`config.mk`:
```
export PLATFORM = sky130hd
export DESIGN_NAME = saturn_field_sequencer
export DESIGN_NICKNAME = d
export VERILOG_FILES = /design/src/rtl/saturn_field_sequencer.sv
export SDC_FILE = /design/constraint.sdc
export NUM_CORES = 1
export LEC_CHECK = 0
export BUFFER_PORTS_ARGS = -buffer_cell sky130_fd_sc_hd__buf_2
export CAP_MARGIN = 10
export CORE_MARGIN = 1.5
export CORE_UTILIZATION = 53
export CTS_CLUSTER_SIZE = 28
export DETAILED_ROUTE_END_ITERATION = 10
export PLACE_DENSITY_LB_ADDON = 0.05
export SYNTH_ARGS = -nofsm -noshare
export SYNTH_HDL_FRONTEND = slang
export SYNTH_SLANG_ARGS = --single-unit
```
`constraint.sdc`:
```
create_clock -name strobe -period 2.34 [get_ports strobe]
set_clock_uncertainty 0.15 [all_clocks]
set_input_delay 0.117 -clock strobe [delete_from_list [all_inputs] [get_ports strobe]]
set_output_delay 0.117 -clock strobe [all_outputs]
set_load 0.01 [all_outputs]
```
`src/rtl/saturn_field_sequencer.sv`:
```
// Nibble-serial field sequencer for the Saturn ALU datapath.
// Walks one field of a 64-bit register, one nibble per clock, chaining carry.
module saturn_field_sequencer (
  input  logic       strobe,
  input  logic       reset,
  input  logic       start,
  input  logic [3:0] field,
  input  logic [3:0] p_reg,
  input  logic       descend,
  input  logic       carry_init,
  input  logic       alu_carry,
  output logic       busy,
  output logic       nib_valid,
  output logic [3:0] nib_idx,
  output logic       nib_first,
  output logic       nib_last,
  output logic       carry_to_alu,
  output logic       done,
  output logic       carry_out,
  output logic       field_error
);

  localparam logic [1:0] S_IDLE = 2'd0;
  localparam logic [1:0] S_RUN  = 2'd1;
  localparam logic [1:0] S_DONE = 2'd2;

  logic [1:0] state_q, state_d;
  logic [3:0] lo_q, lo_d;
  logic [3:0] hi_q, hi_d;
  logic       desc_q, desc_d;
  logic       cinit_q, cinit_d;
  logic [3:0] idx_q, idx_d;
  logic       first_q, first_d;
  logic       carry_q, carry_d;
  logic       cout_q, cout_d;
  logic       ferr_q, ferr_d;

  logic [3:0] lo_dec, hi_dec;
  logic       legal_dec;
  logic       run, is_last;

  always_comb begin
    lo_dec    = 4'd0;
    hi_dec    = 4'd0;
    legal_dec = 1'b1;
    case (field)
      4'd0:    begin lo_dec = p_reg; hi_dec = p_reg;  end
      4'd1:    begin lo_dec = 4'd0;  hi_dec = p_reg;  end
      4'd2:    begin lo_dec = 4'd2;  hi_dec = 4'd2;   end
      4'd3:    begin lo_dec = 4'd0;  hi_dec = 4'd2;   end
      4'd4:    begin lo_dec = 4'd15; hi_dec = 4'd15;  end
      4'd5:    begin lo_dec = 4'd3;  hi_dec = 4'd14;  end
      4'd6:    begin lo_dec = 4'd0;  hi_dec = 4'd1;   end
      4'd7:    begin lo_dec = 4'd0;  hi_dec = 4'd15;  end
      4'd15:   begin lo_dec = 4'd0;  hi_dec = 4'd4;   end
      default: legal_dec = 1'b0;
    endcase
  end

  assign run     = (state_q == S_RUN);
  assign is_last = desc_q ? (idx_q == lo_q) : (idx_q == hi_q);

  always_comb begin
    state_d = state_q;
    lo_d    = lo_q;
    hi_d    = hi_q;
    desc_d  = desc_q;
    cinit_d = cinit_q;
    idx_d   = idx_q;
    first_d = first_q;
    carry_d = carry_q;
    cout_d  = cout_q;
    ferr_d  = 1'b0;
    case (state_q)
      S_IDLE: begin
        if (start && legal_dec) begin
          lo_d    = lo_dec;
          hi_d    = hi_dec;
          desc_d  = descend;
          cinit_d = carry_init;
          idx_d   = descend ? hi_dec : lo_dec;
          first_d = 1'b1;
          state_d = S_RUN;
        end else if (start) begin
          ferr_d = 1'b1;
        end
      end
      S_RUN: begin
        first_d = 1'b0;
        carry_d = alu_carry;
        if (is_last) begin
          cout_d  = alu_carry;
          state_d = S_DONE;
        end else begin
          // Stepping stops at the bound, so the index never wraps.
          idx_d = desc_q ? idx_q - 4'd1 : idx_q + 4'd1;
        end
      end
      S_DONE:  state_d = S_IDLE;
      default: state_d = S_IDLE;
    endcase
  end

  always_ff @(posedge strobe or posedge reset) begin
    if (reset) begin
      state_q <= S_IDLE;
      lo_q    <= 4'd0;
      hi_q    <= 4'd0;
      desc_q  <= 1'b0;
      cinit_q <= 1'b0;
      idx_q   <= 4'd0;
      first_q <= 1'b0;
      carry_q <= 1'b0;
      cout_q  <= 1'b0;
      ferr_q  <= 1'b0;
    end else begin
      state_q <= state_d;
      lo_q    <= lo_d;
      hi_q    <= hi_d;
      desc_q  <= desc_d;
      cinit_q <= cinit_d;
      idx_q   <= idx_d;
      first_q <= first_d;
      carry_q <= carry_d;
      cout_q  <= cout_d;
      ferr_q  <= ferr_d;
    end
  end

  assign busy         = (state_q != S_IDLE);
  assign nib_valid    = run;
  assign nib_idx      = idx_q;
  assign nib_first    = run & first_q;
  assign nib_last     = run & is_last;
  assign carry_to_alu = run & (first_q ? cinit_q : carry_q);
  assign done         = (state_q == S_DONE);
  assign carry_out    = cout_q;
  assign field_error  = ferr_q;

endmodule
```
## After elaboration in Yosys (flattened, before gate mapping)

Cells that the tools add are included.

| operators by class | value |
|---|---|
| $add $sub $neg | 2 |
| equal/unequal tests | 15 |
| multiplexer cells | 18 |
| bitwise logic cells | 3 |
| reductions and logical operators | 14 |

Operators by type and width:

| kind | number |
|---|---|
| $pmux W4 S6 | 1 |
| $eq A4 B3 Y1 const B | 4 |
| $mux W4 | 4 |
| $pmux W4 S4 | 1 |
| $reduce_or A9 Y1 | 1 |
| $eq A4 B2 Y1 const B | 2 |
| $eq A4 B4 Y1 | 2 |
| $pmux W4 S2 | 1 |
| $reduce_and A2 Y1 | 4 |
| $mux W1 | 7 |
| $reduce_or A2 Y1 | 3 |
| $add A4 B1 Y4 const B | 1 |
| $eq A4 B1 Y1 const B | 1 |
| $eq A4 B4 Y1 const B | 1 |
| $logic_not A4 Y1 | 1 |
| $mux W2 | 2 |
| $ne A2 B2 Y1 const B | 2 |
| $pmux W2 S2 | 1 |
| $reduce_bool A2 Y1 | 2 |
| $sub A4 B1 Y4 const B | 1 |
| $and A1 B1 Y1 | 3 |
| $reduce_and A3 Y1 | 1 |
| $eq A2 B1 Y1 const B | 1 |
| $eq A2 B2 Y1 const B | 1 |
| other kinds (4) | 4 |

| storage, ports and cells | value |
|---|---|
| register bits after elaboration | 20 |
| input bits | 14 |
| output and inout port bits | 12 |
| word-level logic and storage cells | 62 |

## Longest topological paths before layout

Gate-level depths: netlist (run 1).

| depth | value |
|---|---|
| depth in word-level cells | 6 |
| gate-level depth with buffers | 7 |
| mapped depth without buffers | 6 |

## Worst setup path before layout (run 1)

OpenSTA, ideal clock, no wires.

| timing | value |
|---|---|
| kind | register to register |
| start point | register desc_q |
| end point | register idx_q[3] (netlist: nib_idx[3]) |
| library setup time | 0.124 ns |
| data arrival time | 1.695 ns |
| required time | 2.066 ns |
| path slack | 0.371 ns |
| stages on the path, launching flop included | 7 |
| period minus slack after synthesis | 1.969 ns |
| cell sequence | dfrtp_1 buf_6 mux2i_1 xor2_1 a41oi_2 mux2_4 a211o_1 |

| on the way | value |
|---|---|
| longest elaborated chain between the ends | 3 |
| elaborated cells between the ends (all ways) | 6 |

RTL lines:

| item | line | RTL |
|---|---|---|
| start, declared | 30 | `logic desc_q, desc_d;` |
| start signal, assigned | 120 | `desc_q <= desc_d;` |
| $mux W4 or $mux W1 (tied branches) | 96, 61 |  |
| $mux W4 or $ne A2 B2 Y1 (tied branches) | - |  |
| $pmux W4 S2 or $reduce_and A3 Y1 (tied branches) | - |  |
| end signal, assigned | 122 | `idx_q <= idx_d;` |
| end, declared | 32 | `logic [3:0] idx_q, idx_d;` |

Several ways; a longest one is shown, not always the timed one. The select of a mux whose other input is x is not followed.
A chain may end at the register's enable or synchronous reset.

## Worst setup path in the final report (run 1)

Same ends and word-level chain as after synthesis.

==> qor.yml, run 1 <==
outcome:
  status: "finished, final reports clean"
floorplan:
  initial_utilization_pct: 58.4
  die_w_um: 50.4
  core-area_um2: 2040
  die_area_um2: 2540
  rows: 16
  io_pins: 26
  die_y_um: 50.4
cells_and_area:
  num_antenna_cells: 0
  layout_common_cells: "25 x buf_2, 20 x dfrtp_1, 18 x nand2_1"
  multiInputGateArea_um2: 624
  seqCellArea_um2: 500
  final_common_cell: "buf_2"
  drive_gt1_share_pct: 25.0
  n_fill_cell: 163
  nNetsFinal: 178
  syn_to_final_growth_pct: 21.7
sta:
  fin_crit_sh_pct: 91.2
  maxSlewViolCount: 0
  final-setup-viol-count: 0
  holdWs_ns: 0.00173
  max_freq_ghz: 0.468
  worstMarginPinSlew_ns: 0.758
  finalHoldViolCount: 0
  rsz0062_at_grt: "no"
  finalWorstSetupSlack_ns: 0.205
  slew_headroom_pct: 49.4
  tns_ns: 0
  fin_crit_ns: 2.13
synthesis:
  ys_warn_count: 0
  synthAdderAreaFrac_pct: 3.78
  syn_nets: 146
  synth_cell_types: 37
  synth-xor-area-share_pct: 4.41
  synth.avg_cell_area_um2: 9.24
  synth-edff-count: 0
  synth-main-ff-cell: "dfrtp_1"
  synthCells: 129
  post_synth_and_or_nand_nor_area_fraction_pct: 15.6
  synth_mux_area_share_pct: 10.2
  synth_top_family_by_area: "compound AO/OA/AOI/OAI gates"
  synth_seq_cells: 20
  ys_seq_area_share_pct: 42.0
  synthesis.area_um2: 1190
  synthArstFlopShare_pct: 100
  synth-compound-area-share_pct: 18.4
placement:
  hpwl_mm: 1.97
  finalWeightedCongestion: 0.863
  dpl_worst_slack_ns: 0.204
  io_buffers: 25
detailed_routing:
  num_vias: 1038
  drt-pass1-iter-count: 4
  ant_nets: 0
  wirelength_mm: 2.65
  wl_per_cell_um: 14.2
  via_per_inst: 5.55
  drcViolationCount: 0
  drt_iter0_drc: 32
pwr:
  peakVddDrop_v: 0.000741
  power_leakage_uw: 0.000719
  power_density_nw_per_um2: 1360
critical_path:
  crit_path_max_incr_delay_ns: 0.55
  crit_buf_inv: 0
  critPathCaptureType: "flip-flop"
  cp_slowest_cell: "dfrtp_1"
  crit_required_ns: 2.39
  path_max_fanout: 8
  critPathLaunchType: "flip-flop"
  worst_path_dominant_cell_family: "multiplexers"
  worstSetupPathType: "flip-flop to flip-flop"
  crit_chain: "mux2i_1 > xor2_1 > a41oi_2 > mux2_4 > a211o_1"
  arrival_ns: 2.19
clocking:
  cts_resized: 0
  clock-sinks: 20
  numCtsBuffers: 3
  cts_tree: "done"
  htreeDepth: 1
  clkLatencyLatePin_ns: 0.30
  cts_max_path_buffers: 2
  path_clk_slew_ns: 0.12
  cts_root_buf: "clkbuf_4"
worst_hold_path:
  hold_path_class: "input pin to flip-flop"
grt:
  busiest_layer: "met2"
  grt_overflow_total: 0
  grt_pass1_vias: 1013
  grt_usage_pct: 24.1
  met2_usage_pct: 36.8
  grtUsageMet1_pct: 34.5
  antenna_found_initial: 0
  grt_max_degree: 21
  use_met3_pct: 3.87
  grt_pass1_wl_mm: 4.62
run:
  maxCapViolations: 0
==> final timing paths <==
check	from	endpoint	slack [ns]	cells past startpoint
worst max-delay path	desc_q$_DFFE_PP0P_	nib_idx[3]$_DFFE_PP0P_	0.21	5
worst min-delay path	field[0]	lo_q[3]$_DFFE_PP0P_	0.002	4
worst max register to register	desc_q$_DFFE_PP0P_	nib_idx[3]$_DFFE_PP0P_	0.21	5
worst min register to register	lo_q[1]$_DFFE_PP0P_	lo_q[1]$_DFFE_PP0P_	0.35	2
max in group asynchronous	reset	hi_q[0]$_DFFE_PP0P_	1.23	3
min in group asynchronous	reset	state_q[1]$_DFFE_PP0P_	0.32	3
==> metal layers <==
metal / wire length, um / part of all wire, % / vias up
li1: - / - / 512
met1: 1280 / 48 / 494
met2: 1230 / 46 / 28
met3: 114 / 4.3 / 4
met4: 22 / 0.83 / 0
met5: 0 / 0 / -
==> synthesized netlist by cell type, drive strengths merged, types with 2 or more instances <==
| master | number | area, um2 |
|---|---|---|
| a311oi | 2 | 17.5 |
| nor2 | 10 | 37.5 |
| dfrtp | 20 | 500 |
| xnor2 | 4 | 35.0 |
| mux2i | 5 | 50.1 |
| xor2 | 2 | 17.5 |
| nor3 | 2 | 10.0 |
| o21ai | 9 | 45.0 |
| a21oi | 7 | 35.0 |
| nand2 | 18 | 67.6 |
| mux2 | 6 | 71.3 |
| inv | 10 | 37.5 |
| ha | 2 | 25.0 |
| o31ai | 2 | 15.0 |
| clkbuf | 5 | 18.8 |
| nor2b | 3 | 18.8 |
| o41ai | 2 | 17.5 |
| a21o | 2 | 15.0 |
==> logic make-up (layout without fill, tap and decap cells) <==
family / count (synthesis) / count (layout)
xor gates and xnor gates: 6 / 6
AOI/OAI and AO/OA: 32 / 32
adders and majority gates: 3 / 3
muxes: 11 / 11
and+or+nand+nor: 41 / 41
buffers and inverters: 16 / 47
DFF: 20 / 20
==> state kept, by name (all words and copies together) (netlist names) <==
name	cells
carry_q	1
state_q	2
desc_q	1
lo_q	4
hi_q	4
field_error	1
carry_out	1
cinit_q	1
nib_idx	4
first_q	1
==> what timing repair did <==
item | in CTS | in global routing
hold endpoints to repair | 27 | 0
hold buffers | 7 | 0
setup endpoints to repair | 0 | 0
setup buffers | 0 | 0
==> worst reg2reg max path: cells and delay by family (launching register included) <==
| family | cells | cell delay (ns) |
|---|---|---|
| AOI/OAI and AO/OA | 2 | 0.51 |
| xor gates and xnor gates | 1 | 0.23 |
| muxes | 2 | 0.61 |
| DFF | 1 | 0.55 |
==> power breakdown <==
part           total (uW)  switching, uW  leakage, uW  internal (uW)
Combinational        1050            551     0.000439            502
Sequential            637            134     0.000252            503
Clock                 281            108    0.0000279            173
==> area by class of cell <==
class / instances / share of cell area, %
well taps: 27 / 2.33
flip-flops and latches: 20 / 34.5
clock inverters: 1 / 2.07
repair buffers: 33 / 14.0
clock buffers: 3 / 1.55
multi-input cells: 93 / 43.0
inverters: 10 / 2.59
==> metrics by stage <==
step / std cells / power [uW] / area (um2) / utilization (%)
CTS: 187 / 1970 / 1450 / 71.1
detailed placement: 176 / 1670 / 1330 / 65.1
finish: 187 / 1970 / 1450 / 71.1
floorplan: 129 / 1400 / 1190 / -
global placement: 176 / 1650 / 1330 / 65.1
global route: 187 / 2130 / 1450 / 71.1
(Power assumes the default switching activity.)
==> run 2, diff against run 1 <==
CORE_UTILIZATION = 55   (was 53)
GPL_TIMING_DRIVEN = 0   (was unset)
clock period = 2.64 ns   (was 2.34 ns; I/O delays follow)
==> run 2 against run 1 <==
Net effect:
- fmax down 3.0%
- flip-flop and latch count unchanged
- clock-buffer cell count unchanged
- final cell count unchanged
- register-to-register slack better by 0.23 ns
- critical path depth up 1
- non-clock buffer count up 1
- global-route usage down 0.53 points
- hold slack about the same
- power down 18%
- sequential share of layout area up 1.2 points
- die area down 3.4%
==> qor.yml, run 2 (same netlist as run 1, synthesis figures left out) <==
outcome:
  status: "finished, final reports clean"
run:
  maxCapViolations: 0
pwr:
  p_seq_share_pct: 33.4
  clkPwrFrac_pct: 8.8
  swShare_pct: 41.4
  power_leakage_uw: 0.000696
  power_density_nw_per_um2: 1150
  internal_power_uw: 949
  peakVddDrop_v: 0.000585
  comb_power_share_pct: 57.8
  p_sw_uw: 670
critical_path:
  r2r-start: "desc_q$_DFFE_PP0P_"
  crit_buf_inv: 1
  arrival_ns: 2.24
  critPathCaptureType: "flip-flop"
  worst_path_dominant_cell_family: "multiplexers"
  startpoint: "desc_q$_DFFE_PP0P_"
  cp_slowest_cell: "dfrtp_1"
  path_max_fanout: 6
  crit_required_ns: 2.68
  crit_path_max_incr_delay_ns: 0.41
  critPathLaunchType: "flip-flop"
  worstSetupPathType: "flip-flop to flip-flop"
  crit_chain: "buf_6 > mux2i_1 > xor2_1 > a41oi_2 > mux2_4 > a211o_1"
sta:
  worstMarginPinSlew_ns: 0.754
  rsz0062_at_grt: "no"
  slew_headroom_pct: 49.7
  fin_crit_ns: 2.20
  finalHoldViolCount: 0
  max_freq_ghz: 0.454
  tns_ns: 0
  maxSlewViolCount: 0
  finalWorstSetupSlack_ns: 0.438
  holdWs_ns: 0.00170
  fin_crit_sh_pct: 83.4
  final-setup-viol-count: 0
grt:
  antenna_found_initial: 0
  grt_pass1_vias: 1010
  grt_max_degree: 21
  grt_overflow_total: 0
  grt_pass1_wl_mm: 4.37
  grt_usage_pct: 23.6
clocking:
  htreeDepth: 1
  cts_tree: "done"
  cts_max_path_buffers: 2
  clkLatencyLatePin_ns: 0.29
  clock-sinks: 20
  cts_root_buf: "clkbuf_4"
  path_clk_slew_ns: 0.11
  numCtsBuffers: 3
  cts_setup_buffers: 0
cells_and_area:
  nNetsFinal: 179
  num_antenna_cells: 0
  stdcell_area_um2: 1400
  utilization_pct: 70.1
  final_common_cell: "buf_2"
  drive_gt1_share_pct: 24.4
  n_fill_cell: 169
  multiInputGateArea_um2: 624
  seqCellArea_um2: 500
  syn_to_final_growth_pct: 17.7
  layout_common_cells: "25 x buf_2, 20 x dfrtp_1, 18 x nand2_1"
worst_hold_path:
  hold_path_class: "input pin to flip-flop"
  min_from: "p_reg[3]"
detailed_routing:
  wirelength_mm: 2.49
  wl_per_cell_um: 13.3
  drt-pass1-iter-count: 4
  drt_iter0_drc: 22
  num_vias: 1002
  drcViolationCount: 0
  ant_nets: 0
  via_per_inst: 5.36
placement:
  dpl_worst_slack_ns: 0.490
  hpwl_mm: 1.92
  finalWeightedCongestion: 0.834
  dpl_cell_area_um2: 1350
  io_buffers: 25
floorplan:
  die_w_um: 49.6
  initial_utilization_pct: 59.6
  die_area_um2: 2460
  rows: 16
  io_pins: 26
  die_y_um: 49.6
  core-area_um2: 2000
[run 2: worst paths after layout]
kind	end	slack [ns]	depth (start not counted)
worst min register to register	lo_q[0]$_DFFE_PP0P_	0.34	2
worst max register to register	nib_idx[3]$_DFFE_PP0P_	0.44	6
worst min-delay path	lo_q[3]$_DFFE_PP0P_	0.002	3
min in group asynchronous	hi_q[2]$_DFFE_PP0P_	0.35	3
worst max-delay path	nib_idx[3]$_DFFE_PP0P_	0.44	6
max in group asynchronous	hi_q[0]$_DFFE_PP0P_	1.52	3
[run 2: stage by stage]
step / total power, uW / instances
2_1_floorplan: 1240 / 129
3_3_place_gp: 1450 / 181
3_5_place_dp: 1480 / 181
4_1_cts: 1620 / 187
5_1_grt: 1770 / 187
6_report: 1620 / 187
[run 2: tightest hold or removal path, delay by kind of cell]
kind                   cells  cell delay, ns
buffers and inverters      1            0.08
AOI/OAI and AO/OA          2            0.20
[run 2: power by group through the flow]
stage,sequential (uW),clock [uW],combinational (uW)
final,541,143,935
after floorplan,549,0,695
after detailed placement,550,0,928
after global routing,564,163,1050
after CTS,543,141,938
after global placement,542,0,910
[run 2: area by class of cell]
type	count	share of cell area (%)
clock buffers	3	1.60
multi-input cells	93	44.5
plain buffers	6	2.14
flip-flops and latches	20	35.7
repair buffers	28	11.1
well taps	27	2.41
inverters	10	2.67
[run 2: timing repair]
| item | CTS | global route |
|---|---|---|
| resized for setup | 0 | 0 |
| hold buffers | 3 | 0 |
| endpoints found under the setup margin | 0 | 0 |
| endpoints found under the hold margin | 23 | 0 |
[run 2: routing by layer]
layer	routed length (um)	GRT usage [%]
met2	1160	37.1
met4	26	10.2
met5	0	0
met3	108	4.24
met1	1200	31.8
